===== src/rtl/lc2k_control.sv =====
// Multicycle control FSM for the LC-2K datapath: sequences fetch/decode/
// execute/memory/writeback, drives mux selects and write enables, runs the
// req/ready handshake with unified memory and counts fetched instructions.
module lc2k_control #(
  parameter int unsigned COUNT_W = 32
) (
  input  logic               clk,
  input  logic               reset,
  input  logic [31:0]        instr,
  input  logic               alu_zero,
  input  logic               mem_ready,
  output logic               mem_req,
  output logic               mem_we,
  output logic               mem_addr_sel,
  output logic               ir_write,
  output logic               pc_write,
  output logic [1:0]         pc_src,
  output logic               alu_srcb,
  output logic [1:0]         alu_op,
  output logic               reg_write,
  output logic               reg_dst,
  output logic [1:0]         wb_sel,
  output logic               halted,
  output logic [2:0]         state,
  output logic [COUNT_W-1:0] instr_count
);

  typedef enum logic [2:0] {
    S_FETCH  = 3'd0,
    S_DECODE = 3'd1,
    S_EXEC   = 3'd2,
    S_MEM    = 3'd3,
    S_WB     = 3'd4,
    S_HALTED = 3'd5
  } state_e;

  typedef enum logic [2:0] {
    OP_ADD  = 3'b000,
    OP_NAND = 3'b001,
    OP_LW   = 3'b010,
    OP_SW   = 3'b011,
    OP_BEQ  = 3'b100,
    OP_JALR = 3'b101,
    OP_HALT = 3'b110,
    OP_NOOP = 3'b111
  } opcode_e;

  state_e               state_q, state_d;
  logic [COUNT_W-1:0]   count_q, count_d;
  opcode_e              opcode;

  assign opcode      = opcode_e'(instr[24:22]);
  assign state       = state_q;
  assign instr_count = count_q;

  // State and retired-instruction counter registers.
  always_ff @(posedge clk) begin
    if (reset) begin
      state_q <= S_FETCH;
      count_q <= '0;
    end else begin
      state_q <= state_d;
      count_q <= count_d;
    end
  end

  // Next-state and Moore-style outputs; handshake/zero inputs gate enables.
  always_comb begin
    state_d      = state_q;
    count_d      = count_q;
    mem_req      = 1'b0;
    mem_we       = 1'b0;
    mem_addr_sel = 1'b0;
    ir_write     = 1'b0;
    pc_write     = 1'b0;
    pc_src       = 2'd0;
    alu_srcb     = 1'b0;
    alu_op       = 2'd0;
    reg_write    = 1'b0;
    reg_dst      = 1'b0;
    wb_sel       = 2'd0;
    halted       = 1'b0;

    unique case (state_q)
      S_FETCH: begin
        mem_req = 1'b1;
        if (mem_ready) begin
          ir_write = 1'b1;
          pc_write = 1'b1;
          count_d  = count_q + 1'b1;
          state_d  = S_DECODE;
        end
      end

      S_DECODE: begin
        if (opcode == OP_HALT)      state_d = S_HALTED;
        else if (opcode == OP_NOOP) state_d = S_FETCH;
        else                        state_d = S_EXEC;
      end

      S_EXEC: begin
        state_d = S_FETCH;
        case (opcode)
          OP_ADD:  state_d = S_WB;
          OP_NAND: begin
            alu_op  = 2'd1;
            state_d = S_WB;
          end
          OP_LW, OP_SW: begin
            alu_srcb = 1'b1;
            state_d  = S_MEM;
          end
          OP_BEQ: begin
            alu_op   = 2'd2;
            pc_write = alu_zero;
            pc_src   = 2'd1;
          end
          OP_JALR: begin
            // PC loads regA as read this cycle, so regA==regB still jumps
            // to the old regA value while the link is written.
            reg_write = 1'b1;
            reg_dst   = 1'b1;
            wb_sel    = 2'd2;
            pc_write  = 1'b1;
            pc_src    = 2'd2;
          end
          default: state_d = S_FETCH;
        endcase
      end

      S_MEM: begin
        mem_req      = 1'b1;
        mem_addr_sel = 1'b1;
        mem_we       = (opcode == OP_SW);
        if (mem_ready) state_d = (opcode == OP_LW) ? S_WB : S_FETCH;
      end

      S_WB: begin
        reg_write = 1'b1;
        if (opcode == OP_LW) begin
          reg_dst = 1'b1;
          wb_sel  = 2'd1;
        end
        state_d = S_FETCH;
      end

      S_HALTED: halted = 1'b1;

      default: state_d = S_FETCH;
    endcase
  end

endmodule

===== config.mk =====
export PLATFORM = sky130hd
export DESIGN_NAME = lc2k_control
export DESIGN_NICKNAME = d
export VERILOG_FILES = /design/src/rtl/lc2k_control.sv
export SDC_FILE = /design/constraint.sdc
export NUM_CORES = 1
export LEC_CHECK = 0
export ABC_CLOCK_PERIOD_IN_PS = 4650
export CAP_MARGIN = 20
export CORE_MARGIN = 2
export CORE_UTILIZATION = 44
export CTS_BUF_LIST = sky130_fd_sc_hd__clkbuf_8 sky130_fd_sc_hd__clkbuf_16
export CTS_CLUSTER_DIAMETER = 200
export DETAILED_ROUTE_END_ITERATION = 16
export GPL_ROUTABILITY_DRIVEN = 0
export HOLD_SLACK_MARGIN = 0.1
export PLACE_DENSITY_LB_ADDON = 0.08
export SYNTH_ARGS = -nofsm -noshare
export SYNTH_HDL_FRONTEND = slang
export SYNTH_SLANG_ARGS = --single-unit

===== constraint.sdc =====
create_clock -name clk -period 4.65 [get_ports clk]
set_input_delay 0.93 -clock clk [delete_from_list [all_inputs] [get_ports clk]]
set_output_delay 0.93 -clock clk [all_outputs]
set_load 0.1 [all_outputs]

# == Word level (Yosys, flattened, before mapping) ==
# Cells that the tools add are included.
# word_totals
register_bits,35
input_bits,36
output_inout_bits,50
word_cells,53
# classes
addsub,1
eq_ne,14
n_mux,28
bitwise_logic,1
reduce_logical,7
# ops
cell,n
adder 32 x 1 -> 32 bit (second input constant),1
== test 3 bit (second input constant),6
one-hot mux 3 bit (5 select lines),1
== test 3 x 2 -> 1 bit (second input constant),4
two-way mux 3 bit,4
one-hot mux 2 bit (2 select lines),3
two-way mux 1 bit,11
two-way mux 2 bit,4
one-hot mux 1 bit (2 select lines),4
== test 3 x 1 -> 1 bit (second input constant),2
zero test 3 bit,2
one-hot mux 3 bit (2 select lines),1
OR reduction 2 bit,3
inequality test 2 bit (second input constant),2
AND reduction 3 bit,1
AND reduction 2 bit,1
inverter 1 bit,1

# == Logic depth before layout (Yosys ltp) ==
# depth
depth_word,4
depth_mapped,7
depth_no_buf,5

# == Least setup slack after synthesis ==
# Ideal clock, no wire load.
# synth_path
path_type,reg2out
from,register state_q[1] (netlist: state[1])
to,output mem_we
arrival_time_ps,4581
t_required_ps,3720
setup_slack_ps,-861
stages_incl_launch_ff,4
path_buffers,1
path_cell_list,dfxtp_1 > clkbuf_1 > nor3b_1 > and3_1
# synth_between
elab_chain_len,2
# synth_lines
item,line,rtl
start: declaration,48,"state_e state_q, state_d;"
start signal: assignment,62,state_q <= state_d;
== test 3 x 2 -> 1 bit,84,unique case (state_q)
two-way mux 1 bit,84,
end: declaration,13,"output logic mem_we,"
# No other way between the ends.

# == Worst setup path in the final report ==
# layout_path
from,input mem_ready
to,output ir_write
# layout_between
elab_chain_len,2
# layout_lines
item,line,rtl
start: declaration,11,"input logic mem_ready,"
two-way mux 1 bit,87,if (mem_ready) begin
two-way mux 1 bit,84,
end: declaration,15,"output logic ir_write,"
# No other way between the ends.

==> run metrics <==
final core utilization=0.614; Crit Path Max Fanout=13; CTS buffer count=5; P per Cell Area=277 nW/um^2; Worst-Margin Slew=0.977 ns; core area=4030 um^2; Total GRT Usage=0.179; via count=1,853; VDD IR max=0.167 mV; cts-stage hold buffer count=0; DR pass1 iterations=4; Post-Synthesis Cells=230; Crit. End Element=output pin; Layout Skew=0.00835 ns; Port Buf Inserts=56; syn_nets=267; CTS tree=built; commonest non-fill, non-tap cell in the layout=clkdlybuf4s50_1; final setup vio count=0; Post-synth ARST share=0; P_sw=0.000239 W; FF+latch count, synth=35; Antenna diodes=0; synthesized area=around 1900 um^2; initial antenna violation count=0; postcts setup bufs=0; synthesis warning total=0; Die H=69.1 um; vias per cell=between 5 and 6; number of flops mapped to enable cells by yosys=0; register area share after synthesis=0.375; Max-Cap Viols=0; Critical Path AT=2.53 ns; Root Driver=clkbuf_8; Worst Hold Class=reg -> reg; combinational share of power=0.238; Fin Setup TNS=0 ns; # rows=23; CTS Buffer Depth=2; total gr overflow=0; Required @ worst endpoint=3.72 ns; Final min period=around 3.5 ns; vias in the first global route=1,615; leakage=roughly 0.83 nW; fmax=289 MHz; DR WL/cell=12.9 um; Routed Antenna Nets=0; Fin. Hold Viols=0; critical path launch point type=primary input; WHS=0.496 ns; Synth Area per Inst=8.12 um^2; clk sinks=35; critical path class=in -> out; Max-slew headroom=0.346; Post-DP Area=2390 um^2; period utilization=0.745; H-tree depth=2; outcome=complete, no violations; Initial Utilization=0.463; clock slew at reported path FFs=about 0.07 ns; Final Max Tran Viols=0; Final Cell Area=2470 um^2; DRC violations left=0; Flop pwr share=0.462; area of the die=around 4800 um^2; WL final=between 4 and 5 mm; RSZ-0062 raised after global routing=no; Layout area overhead=32.5%; Main synth FF type=dfxtp_1; final net count=316; die width=69.1 um; first-pass GRT wire length=7.25 mm; Sw Share=0.349; CTS resizes=0; Ports=86; Detail Placement HPWL=roughly 3.0 mm; DRT iter0 DRCs=57; Clk pwr share=0.299; FILL cells=412; largest net degree at the start of global routing=27; most frequent cells in the layout=clkdlybuf4s50_1, dfxtp_1, a21oi_1; Skew-Pair Late Insertion Delay=0.28 ns; Unique masters post-synth=36; P_int=0.000445 W; share of post-route cells with drive strength above 1=0.0893
[path summary, 6_finish.rpt]
check	cells after the start	to	from	slack [ns]
setup / recovery	4	ir_write	mem_ready	1.19
hold / removal	2	instr_count[21]	instr_count[21]	0.50
setup reg to reg	4	instr_count[22]	state[1]	1.99
hold reg to reg	2	instr_count[21]	instr_count[21]	0.50
[power by group through the flow]
stage          Sequential [W]  Combinational (W)  Clock (W)
2_1_floorplan        0.000355          0.0000977          0
3_3_place_gp         0.000323           0.000164          0
3_5_place_dp         0.000323           0.000164          0
4_1_cts              0.000316           0.000164   0.000212
5_1_grt              0.000318           0.000172   0.000224
6_report             0.000316           0.000163   0.000205
[final cells by class]
class | instances | area [um^2] | share of cell area
multi-input cells | 174 | 1070 | 0.432
flip-flops and latches | 35 | 701 | 0.283
repair buffers | 57 | 538 | 0.218
clock buffers | 5 | 68.8 | 0.0278
well taps | 50 | 62.6 | 0.0253
inverters | 6 | 22.5 | 0.00910
clock inverters | 3 | 12.5 | 0.00506
[worst max-delay path, stage by stage]
cell and delay (ns):
clkdlybuf4s50_1 0.52, or4b_4 0.57, inv_1 0.18, buf_4 0.32
[kinds of logic after synthesis]
family	after synthesis	synth area share
and+or+nand+nor	110	0.340
DFF	35	0.375
adders and majority gates	1	0.00670
buffers and inverters	21	0.0550
AOI/OAI and AO/OA	51	0.164
muxes	2	0.0121
xor gates and xnor gates	10	0.0469
[per-layer routing]
metal / global-route usage / part of all wire / vias up / routed length, um
li1: - / - / 945 / -
met1: 0.241 / 0.48 / 857 / 2030
met2: 0.281 / 0.46 / 44 / 1970
met3: 0.0424 / 0.048 / 7 / 206
met4: 0.0588 / 0.010 / 0 / 44
met5: 0 / 0 / - / 0
[synth_stat cells (all sizes together) (2+ instances only)]
library cell / n / area, um^2
inv: 6 / 22.5
and2: 2 / 12.5
nand2: 18 / 67.6
xnor2: 8 / 70.1
nand4: 7 / 43.8
clkbuf: 11 / 41.3
nor2: 19 / 71.3
a21oi: 23 / 115
and3: 6 / 37.5
nand3b: 2 / 15.0
and4: 5 / 43.8
nand3: 8 / 40.0
nor4: 6 / 37.5
or4: 14 / 105
and3b: 2 / 17.5
xor2: 2 / 17.5
o31ai: 14 / 105
nor3b: 2 / 15.0
nor2b: 5 / 31.3
nor3: 4 / 20.0
or3: 7 / 48.8
buf: 4 / 38.8
mux2: 2 / 22.5
dfxtp: 35 / 701
o21ai: 9 / 45.0
[registers in the layout, summed over array words and instances, names as in the netlist]
signal	flops
state	3
instr_count	32
[through the flow]
stage	std cells	worst slack, ns	power [W]
final	330	1.19	0.000684
after global routing	330	1.11	0.000713
after global placement	322	1.05	0.000487
after CTS	330	1.18	0.000692
after floorplan	230	0.216	0.000453
after detailed placement	322	1.03	0.000487
Power figures use the tool's default switching activity.
